==> src/rtl/bit_serializer.sv <==
// Parallel-to-serial front end: takes WIDTH-bit words over valid/ready and
// streams them one bit per clock, with a one-word pending buffer for gapless runs.
module bit_serializer #(
  parameter int WIDTH     = 8,
  parameter bit MSB_FIRST = 1'b1,
  parameter bit IDLE_BIT  = 1'b0
) (
  input  logic             clk,
  input  logic             rst,
  input  logic [WIDTH-1:0] in_data,
  input  logic             in_valid,
  output logic             in_ready,
  output logic             d_out,
  output logic             bit_valid,
  output logic             frame_start,
  output logic             busy
);

  localparam int CNT_W = (WIDTH > 2) ? $clog2(WIDTH) : 1;
  localparam logic [CNT_W-1:0] LAST_CNT = CNT_W'(WIDTH - 1);

  typedef enum logic {IDLE, SHIFT} state_t;

  state_t           state_q, state_d;
  logic [WIDTH-1:0] sreg_q, sreg_d;
  logic [CNT_W-1:0] cnt_q, cnt_d;
  logic [WIDTH-1:0] pend_q, pend_d;
  logic             pend_full_q, pend_full_d;
  logic             d_out_q, d_out_d;
  logic             bit_valid_q, bit_valid_d;
  logic             frame_start_q, frame_start_d;

  logic [WIDTH-1:0] sreg_shift;
  logic             xfer;

  // The bit on show always sits at the head end of sreg; shifting drops it.
  generate
    if (MSB_FIRST) begin : g_msb
      assign sreg_shift = {sreg_q[WIDTH-2:0], 1'b0};
    end else begin : g_lsb
      assign sreg_shift = {1'b0, sreg_q[WIDTH-1:1]};
    end
  endgenerate

  function automatic logic head_bit(input logic [WIDTH-1:0] word);
    return MSB_FIRST ? word[WIDTH-1] : word[0];
  endfunction

  assign in_ready = !pend_full_q;
  assign xfer     = in_valid && in_ready;

  always_comb begin
    state_d       = state_q;
    sreg_d        = sreg_q;
    cnt_d         = cnt_q;
    pend_d        = pend_q;
    pend_full_d   = pend_full_q;
    frame_start_d = 1'b0;

    case (state_q)
      IDLE: begin
        if (xfer) begin
          sreg_d        = in_data;
          cnt_d         = '0;
          state_d       = SHIFT;
          frame_start_d = 1'b1;
        end
      end
      SHIFT: begin
        if (cnt_q != LAST_CNT) begin
          sreg_d = sreg_shift;
          cnt_d  = cnt_q + 1'b1;
          if (xfer) begin
            pend_d      = in_data;
            pend_full_d = 1'b1;
          end
        end else if (pend_full_q) begin
          // in_ready is low here, so no new word can collide with the reload
          sreg_d        = pend_q;
          pend_full_d   = 1'b0;
          cnt_d         = '0;
          frame_start_d = 1'b1;
        end else if (xfer) begin
          sreg_d        = in_data;
          cnt_d         = '0;
          frame_start_d = 1'b1;
        end else begin
          cnt_d   = '0;
          state_d = IDLE;
        end
      end
      default: begin
        state_d = IDLE;
      end
    endcase

    bit_valid_d = (state_d == SHIFT);
    d_out_d     = (state_d == SHIFT) ? head_bit(sreg_d) : IDLE_BIT;
  end

  always_ff @(posedge clk or posedge rst) begin
    if (rst) begin
      state_q       <= IDLE;
      sreg_q        <= '0;
      cnt_q         <= '0;
      pend_q        <= '0;
      pend_full_q   <= 1'b0;
      d_out_q       <= IDLE_BIT;
      bit_valid_q   <= 1'b0;
      frame_start_q <= 1'b0;
    end else begin
      state_q       <= state_d;
      sreg_q        <= sreg_d;
      cnt_q         <= cnt_d;
      pend_q        <= pend_d;
      pend_full_q   <= pend_full_d;
      d_out_q       <= d_out_d;
      bit_valid_q   <= bit_valid_d;
      frame_start_q <= frame_start_d;
    end
  end

  assign d_out       = d_out_q;
  assign bit_valid   = bit_valid_q;
  assign frame_start = frame_start_q;
  assign busy        = bit_valid_q | pend_full_q;

endmodule

==> config.mk <==
export PLATFORM = sky130hd
export DESIGN_NAME = bit_serializer
export DESIGN_NICKNAME = d
export VERILOG_FILES = /design/src/rtl/bit_serializer.sv
export SDC_FILE = /design/constraint.sdc
export NUM_CORES = 1
export LEC_CHECK = 0
export CORE_ASPECT_RATIO = 1.2
export CORE_MARGIN = 2
export CORE_UTILIZATION = 47
export DETAILED_ROUTE_END_ITERATION = 16
export GPL_ROUTABILITY_DRIVEN = 1
export PLACE_DENSITY = 0.85
export SETUP_SLACK_MARGIN = 0.2
export SYNTH_ARGS = -nofsm -noshare
export SYNTH_HDL_FRONTEND = slang
export SYNTH_SLANG_ARGS = --single-unit
==> constraint.sdc <==
create_clock -name clk -period 1.7 [get_ports clk]
set_input_delay 0.34 -clock clk [delete_from_list [all_inputs] [get_ports clk]]
set_output_delay 0.34 -clock clk [all_outputs]
set_load 0.05 [all_outputs]
# Yosys cells after proc, flatten, opt, wreduce, memory -nomap -nowiden
# Cells that the tools add are included.
[op_classes]
addsub = 1
eq_ne = 3
bitwise = 2
n_reduce_logical = 4
mux = 16
[ops]
columns = ["operator", "n"]
rows = [
  ["$mux 8", 3],
  ["$pmux 8 s2", 1],
  ["$mux 1", 7],
  ["$mux 3", 2],
  ["$pmux 3 s2", 1],
  ["$ne 2x2->1 const B", 2],
  ["$pmux 1 s2", 2],
  ["$add 3x1->3 const B", 1],
  ["$ne 3x3->1 const B", 1],
  ["$reduce_and 3->1", 1],
  ["$reduce_and 2->1", 1],
  ["$logic_and 1x1->1", 1],
  ["$logic_not 1->1", 1],
  ["$not 1->1", 1],
  ["$or 1x1->1", 1],
]
[word_totals]
input_bits = 11
wordCells = 33
register_bits = 23
output_inout_bits = 5

# Depth between registers and ports, before layout
[depth]
word_depth = 7
ltp_mapped = 6
mapped_depth_nobuf = 5

# Least setup slack after synthesis
# No wires, ideal clock.
[synth_path]
kind = "register to register"
from = "register cnt_q[0]"
to = "register pend_q[0]"
setup_time_ns = 0.125
t_arrival_ns = 1.505
n_path_buf = 0
synth_period_minus_slack_ns = 1.630
stages_incl_launch_ff = 6
path_slack_ns = 0.070
required_time_ns = 1.575
path_cell_list = "dfrtp_1 -> ha_1 -> ha_1 -> nand2b_1 -> nor2_8 -> mux2_4"
[synth_via]
elab_chain_len = 2
[synth_lines]
columns = ["element", "line", "source"]
rows = [
  ["start: declaration", "26", "logic [CNT_W-1:0] cnt_q, cnt_d;"],
  ["start signal: assignment", "114", "cnt_q <= cnt_d;"],
  ["$ne 3x3->1", "70", "if (cnt_q != LAST_CNT) begin"],
  ["$reduce_and 3->1 (no line)", "n/a", ""],
  ["end signal: assignment", "115", "pend_q <= pend_d;"],
  ["end: declaration", "27", "logic [WIDTH-1:0] pend_q, pend_d;"],
]
# Every way passes these cells.
# A chain may end at the register's enable or synchronous reset.

# Worst setup path after layout
[layout_path]
from = "register cnt_q[0]"
to = "register pend_q[4]"
# Same word-level chain as after synthesis.

==> reports/qor.txt <==
Netlist cell types: 25
Fin Hold WS: 0.320 ns
Overflow after GRT: 0
Die height: 56.3 um
Site Rows: 18
Outcome: finished, final reports clean
Ranking of synthesized cells by area: dfrtp_1, mux2_4, nand2_1, a32oi_1, o22ai_1
Clock Sinks: 22
Num CTS Buffers: 3
Share of cells above drive strength 1: 34.5%
Nets: 133
First-pass DRT Iterations: 4
Area share of the largest cell type after synthesis: 51.3%
First-pass GRT wire length: 3750 um
WS Path Type: flop to flop
Avg Synthesized Cell Area: 11.4 um2
CP arrival: 1.76 ns
CTS tree: yes
F_max: 0.643 GHz
CTS Hold Bufs: 0
Die Wd: 47.6 um
Worst path required time: 1.91 ns
Mapped Area: 0.00107 mm2
Clock root buffer: clkbuf_4
Worst setup margin: 0.144 ns
Leading area contributor after synthesis: dfrtp_1
Drt via density: 5.53
Drt drc: 0
Worst-path fanout max: 8
Max_cap viols: 0
Synth warnings: 0
Crit end category: flop
Power per Cell Area: 1780 mW/mm2
Clk slew on worst S/H paths: 0.12 ns
Full die area: 0.00268 mm2
Peak VDD IR: 0.00113 V
Final Core Density: 67.0%
Worst reg2reg path endpoint: pend_q[4]
Routability Congestion: 0.826
Initial antenna violation count: 0
GRT Overall Usage: 20.0%
Post-synthesis cell count: 94
DRT iter0 DRCs: 10
Port-buffer cells: 15
IO Pins: 16
Worst r2r path cells: 5
Hold WC Path Type: input pin to async pin
Rel. slew slack: 85.4%
Post-DP HPWL: 1530 um
Startpoint type of the worst setup path: flop
Aggregate routed wire length: 2380 um
Area added between synthesis and finish: 32.3%
#FFs+latches synth: 22
RSZ-0062 raised after global routing: true
H-tree levels: 1
Number of global-route vias before repair: 815
Via count: 824
Diode count: 0
Clock Tree Buf Depth: 2
Setup TNS: 0 ns
Pwr Total: 2.53 mW
Post-synthesis sequential area ratio: 51.3%
# setup viols final: 0
Critical Path Source: cnt_q[0]
Minimum clock period: 1.56 ns
FF-to-FF Start: cnt_q[0]
Worst-Skew Late Latency: 0.31 ns
Leakage Power: 0.650 nW
Final Skew: 0.00300 ns
Flop-to-flop setup slack: 0.14 ns
Initial Util: 50.7%
Largest net degree at the start of global routing: 13
Routed Antenna Nets: 0
Worst Tran Pin Value: 0.217 ns
Place WS: 0.0690 ns
DR WL/cell: 16.0 um
Final Hold Viols: 0
Net Count, Synth: 107
Fin crit share: 91.5%
Core area: 0.00212 mm2
Max Slew Vio Count: 0
==> cell usage after synthesis (all sizes together) <==
master / count
clkbuf: 3
o21ai: 4
nand3: 1
dfrtp: 22
a21boi: 1
nand2: 20
nand2b: 3
nor2b: 1
inv: 2
o22ai: 7
ha: 2
buf: 4
a21oi: 3
a32oi: 6
or2: 1
o2bb2ai: 1
a22oi: 1
mux2: 8
nor2: 1
mux2i: 2
nand3b: 1
==> cell type report <==
type	count	area [um2]
clock buffer	4	26.3
timing repair buffer	28	273
multi-input combinational	63	522
fill	166	698
tap	30	37.5
sequential	22	553
inverter	2	7.51
==> worst max-delay path by stage <==
stage / endpoint / slack, ns / cells past startpoint
3_3_place_gp: pend_q[0] / 0.10 / 4
2_1_floorplan: pend_q[0] / 0.20 / 5
3_5_place_dp: pend_q[6] / 0.07 / 4
6_report: pend_q[4] / 0.14 / 5
4_1_cts: pend_q[4] / 0.13 / 5
5_1_grt: pend_q[0] / 0.09 / 5
==> what timing repair did <==
action / 4_1_cts / 5_1_grt
cloned: 0 / 0
endpoints found under the setup margin: 14 / 13
pin swaps: 3 / 1
setup buffers: 3 / 3
resized for setup: 4 / 4
==> power breakdown <==
part / internal, mW / switching, mW / total, mW / leakage, nW
clock network: 0.0917 / 0.157 / 0.248 / 0.0150
logic: 0.685 / 0.649 / 1.33 / 0.375
registers: 0.779 / 0.167 / 0.947 / 0.261
total: 1.56 / 0.974 / 2.53 / 0.650
==> state kept, by name (all words and copies together) (netlist names) <==
register and flops:
d_out 1, bit_valid 1, cnt_q 3, pend_full_q 1
frame_start 1, sreg_q 7, pend_q 8
==> per-stage QoR <==
step / std cells / instance area (um2)
after floorplan: 94 / 1090
after global placement: 139 / 1310
after detailed placement: 139 / 1310
after CTS: 146 / 1370
after global routing: 149 / 1420
final: 149 / 1420
==> per-layer routing <==
metal | part of all wire [%] | routed length [um] | vias up | track usage, %
met5 | 0 | 0 | - | 0
met4 | 2.3 | 54 | 0 | 11.6
met3 | 3.9 | 94 | 4 | 4.18
met2 | 53 | 1260 | 20 | 32.0
met1 | 41 | 971 | 418 | 23.3
li1 | - | - | 382 | -
==> placed cells by master (no fill, tap or decap), types with 2 or more instances in the layout <==
| cell | Yosys | layout |
|---|---|---|
| clkbuf_4 | 0 | 3 |
| mux2i_1 | 2 | 2 |
| clkdlybuf4s50_1 | 0 | 10 |
| inv_1 | 2 | 2 |
| buf_4 | 1 | 15 |
| buf_12 | 0 | 3 |
| nand2_4 | 0 | 2 |
| a32oi_1 | 6 | 5 |
| nand2b_4 | 1 | 3 |
| a21oi_1 | 3 | 3 |
| mux2_4 | 8 | 8 |
| dfrtp_2 | 0 | 2 |
| o22ai_1 | 7 | 7 |
| o21ai_0 | 4 | 4 |
| dfrtp_1 | 22 | 20 |
| nand2_1 | 20 | 18 |
==> worst max-delay path: stages (launching register included) <==
cell,delay (ns)
dfrtp_1,0.41
ha_2,0.20
ha_4,0.16
nand2b_4,0.16
nor2_8,0.20
mux2_4,0.32
==> cells by family after synthesis <==
family	Yosys count	share of synthesized area, %
buf+inv	9	5.13
flops	22	51.3
fa+ha+maj	2	2.33
compound gates	23	14.5
simple gates	28	13.7
mux	10	13.1
No activity file was read; power rests on OpenSTA's default activity.
==> patch (config.mk and constraints unchanged) <==
The parameter `WIDTH` goes from 8 to 16.
--- a/src/rtl/bit_serializer.sv
+++ b/src/rtl/bit_serializer.sv
@@ -2,5 +2,5 @@
 // streams them one bit per clock, with a one-word pending buffer for gapless runs.
 module bit_serializer #(
-  parameter int WIDTH     = 8,
+  parameter int WIDTH     = 16,
   parameter bit MSB_FIRST = 1'b1,
   parameter bit IDLE_BIT  = 1'b0
Interface: changed (resized in_data); port bits go from 16 to 24. The function was not compared with the original's and may differ.
==> patch against the original RTL <==
Sequential cell count grew 18. Final area grew 81%. Setup slack gained 0.012 ns. Utilization shrank 2.3 points. Total power grew 70%. Area after synthesis grew 82%. Clock skew grew 0.0072 ns. Wire length grew 84%. Sequential power grew 73%.
==> patch: results (changes against the original RTL) <==
Run status
  – Status: finished, final reports clean

Global route
  – Largest net degree at the start of global routing: 18 (+5)
  – Global Route Usage Sum: 0.207 (+0.00714)
  – First-pass GRT wire length: 7330 um (+96%)

Logic synthesis
  – Synthesized Nets: 189 (+77%)
  – Synth Area in Compound Gates: 0.0970 (-0.0476)
  – Top cells by area, synth: dfrtp_1 (51%), nand3_1 (9.0%), mux2_4 (7.7%)
  – Fraction of synthesized area in multiplexers: 0.195 (+0.0640)
  – Post-synthesis adder-cell area fraction: 0.00643 (-0.0169)
  – Post-synth top cells: dfrtp_1 (40), nand3_1 (35), mux2i_1 (15), o211ai_1 (15), mux2_4 (10)
  – Sequential fraction of the synthesis area: 0.514 (+0.000720)
  – Synth cell types: 28 (+12%)
  – Synth Area in XOR/XNOR: 0.00450 (+0.00450)

CTS
  – CTS HTree Levels: 2 (+1)
  – Clk slew on worst S/H paths: 0.08 ns (-0.04 ns)
  – CTS buffer count: 5 (+2)
  – Root Driver: clkbuf_8

Worst setup path
  – WP data arrival: 1.74 ns (-0.02 ns)
  – Crit Path Max Fanout: 10 (+2)

Layout
  – Final net count: 228 (+71%)
  – Share of layout cells above drive strength 1: 0.301 (-0.0431)
  – FILL cells: 299 (+80%)
  – Diode count: 0 (unchanged)
  – Biggest regs: pend_q: 16 flops, sreg_q: 16 flops, cnt_q: 4 flops

Drt
  – Via count: 1,523 (+85%)
  – Wire length per cell: 16.7 um (+4.1%)
  – DRT iter0 DRCs: 83 (+73)

Power and ir drop
  – Leak: 1.19 nW (+83%)
  – VDD IR max: 748 uV (-34%)

Place
  – PortBufs: 23 (+8)
  – Post-Place Worst Slack: -0.0645 ns (-0.133 ns)
  – Final HPWL DP: 2910 um (+90%)
  – Routability cong.: 0.845 (+2.3%)

STA
  – Clock skew: 0.0102 ns (+0.00715 ns)
  – Max Freq: 647 MHz (+0.75%)
  – Worst slew pin tran: 0.529 ns (+0.312 ns)
[patch: metrics by stage]
step                      hold slack, ns  utilization  total power, mW  instances  area [sq um]
after floorplan                    0.473            -             2.80        169          1960
after global placement             0.490        0.599             3.28        249          2380
after detailed placement           0.496        0.599             3.35        249          2380
after CTS                          0.390        0.640             4.23        261          2540
after global routing               0.424        0.647             4.55        263          2570
final                              0.377        0.647             4.30        263          2570
[patch: worst paths after layout]
| kind | startpoint | end | cells past startpoint |
|---|---|---|---|
| max reg2reg | cnt_q[0] | sreg_q[1] | 6 |
| min reg2reg | pend_q[9] | pend_q[9] | 1 |
| max | cnt_q[0] | sreg_q[1] | 6 |
| min | rst | sreg_q[15] | 2 |
| max in group asynchronous | rst | sreg_q[9] | 3 |
| min in group clk | pend_q[9] | pend_q[9] | 1 |
[patch: final cells by class]
| type | count | share of cell area |
|---|---|---|
| Sequential cell | 40 | 0.390 |
| Multi-Input combinational cell | 110 | 0.340 |
| Timing Repair Buffer | 47 | 0.193 |
| Clock buffer | 5 | 0.0268 |
| Tap cell | 54 | 0.0263 |
| Clock inverter | 3 | 0.0165 |
| Inverter | 4 | 0.00730 |
[patch: timing repair]
item | 4_1_cts | 5_1_grt
buffers inserted | 4 | 2
endpoints found under the setup margin | 32 | 30
resized for setup | 4 | 3
hold buffers | 0 | 0
pin swaps | 2 | 6
[patch: power breakdown]
| group | total [mW] | switching (mW) | leakage [nW] | internal (mW) |
|---|---|---|---|---|
| logic | 1.90 | 0.908 | 0.634 | 0.990 |
| clock network | 0.767 | 0.333 | 0.0541 | 0.434 |
| registers | 1.64 | 0.267 | 0.502 | 1.37 |
| total | 4.30 | 1.51 | 1.19 | 2.79 |
[patch: routing by layer]
layer | up-vias | GRT usage | part of all wire
li1 | 694 | - | -
met1 | 769 | 0.269 | 0.42
met2 | 53 | 0.344 | 0.52
met3 | 7 | 0.0408 | 0.045
met4 | 0 | 0.0864 | 0.018
met5 | - | 0 | 0
[patch: critical path: stages, from the launching register on]
cell,delay [ns]
dfrtp_1,0.40
ha_4,0.17
nand3_2,0.09
buf_4,0.18
o21a_1,0.19
buf_4,0.18
o211ai_1,0.22
[patch: logic make-up (layout without fill, tap and decap cells)]
kind of cell	after synthesis	after routing
xor gates and xnor gates	1	1
and+or+nand+nor	49	49
AOI/OAI and AO/OA	27	27
DFF	40	40
buffers and inverters	19	59
muxes	32	32
adders and majority gates	1	1
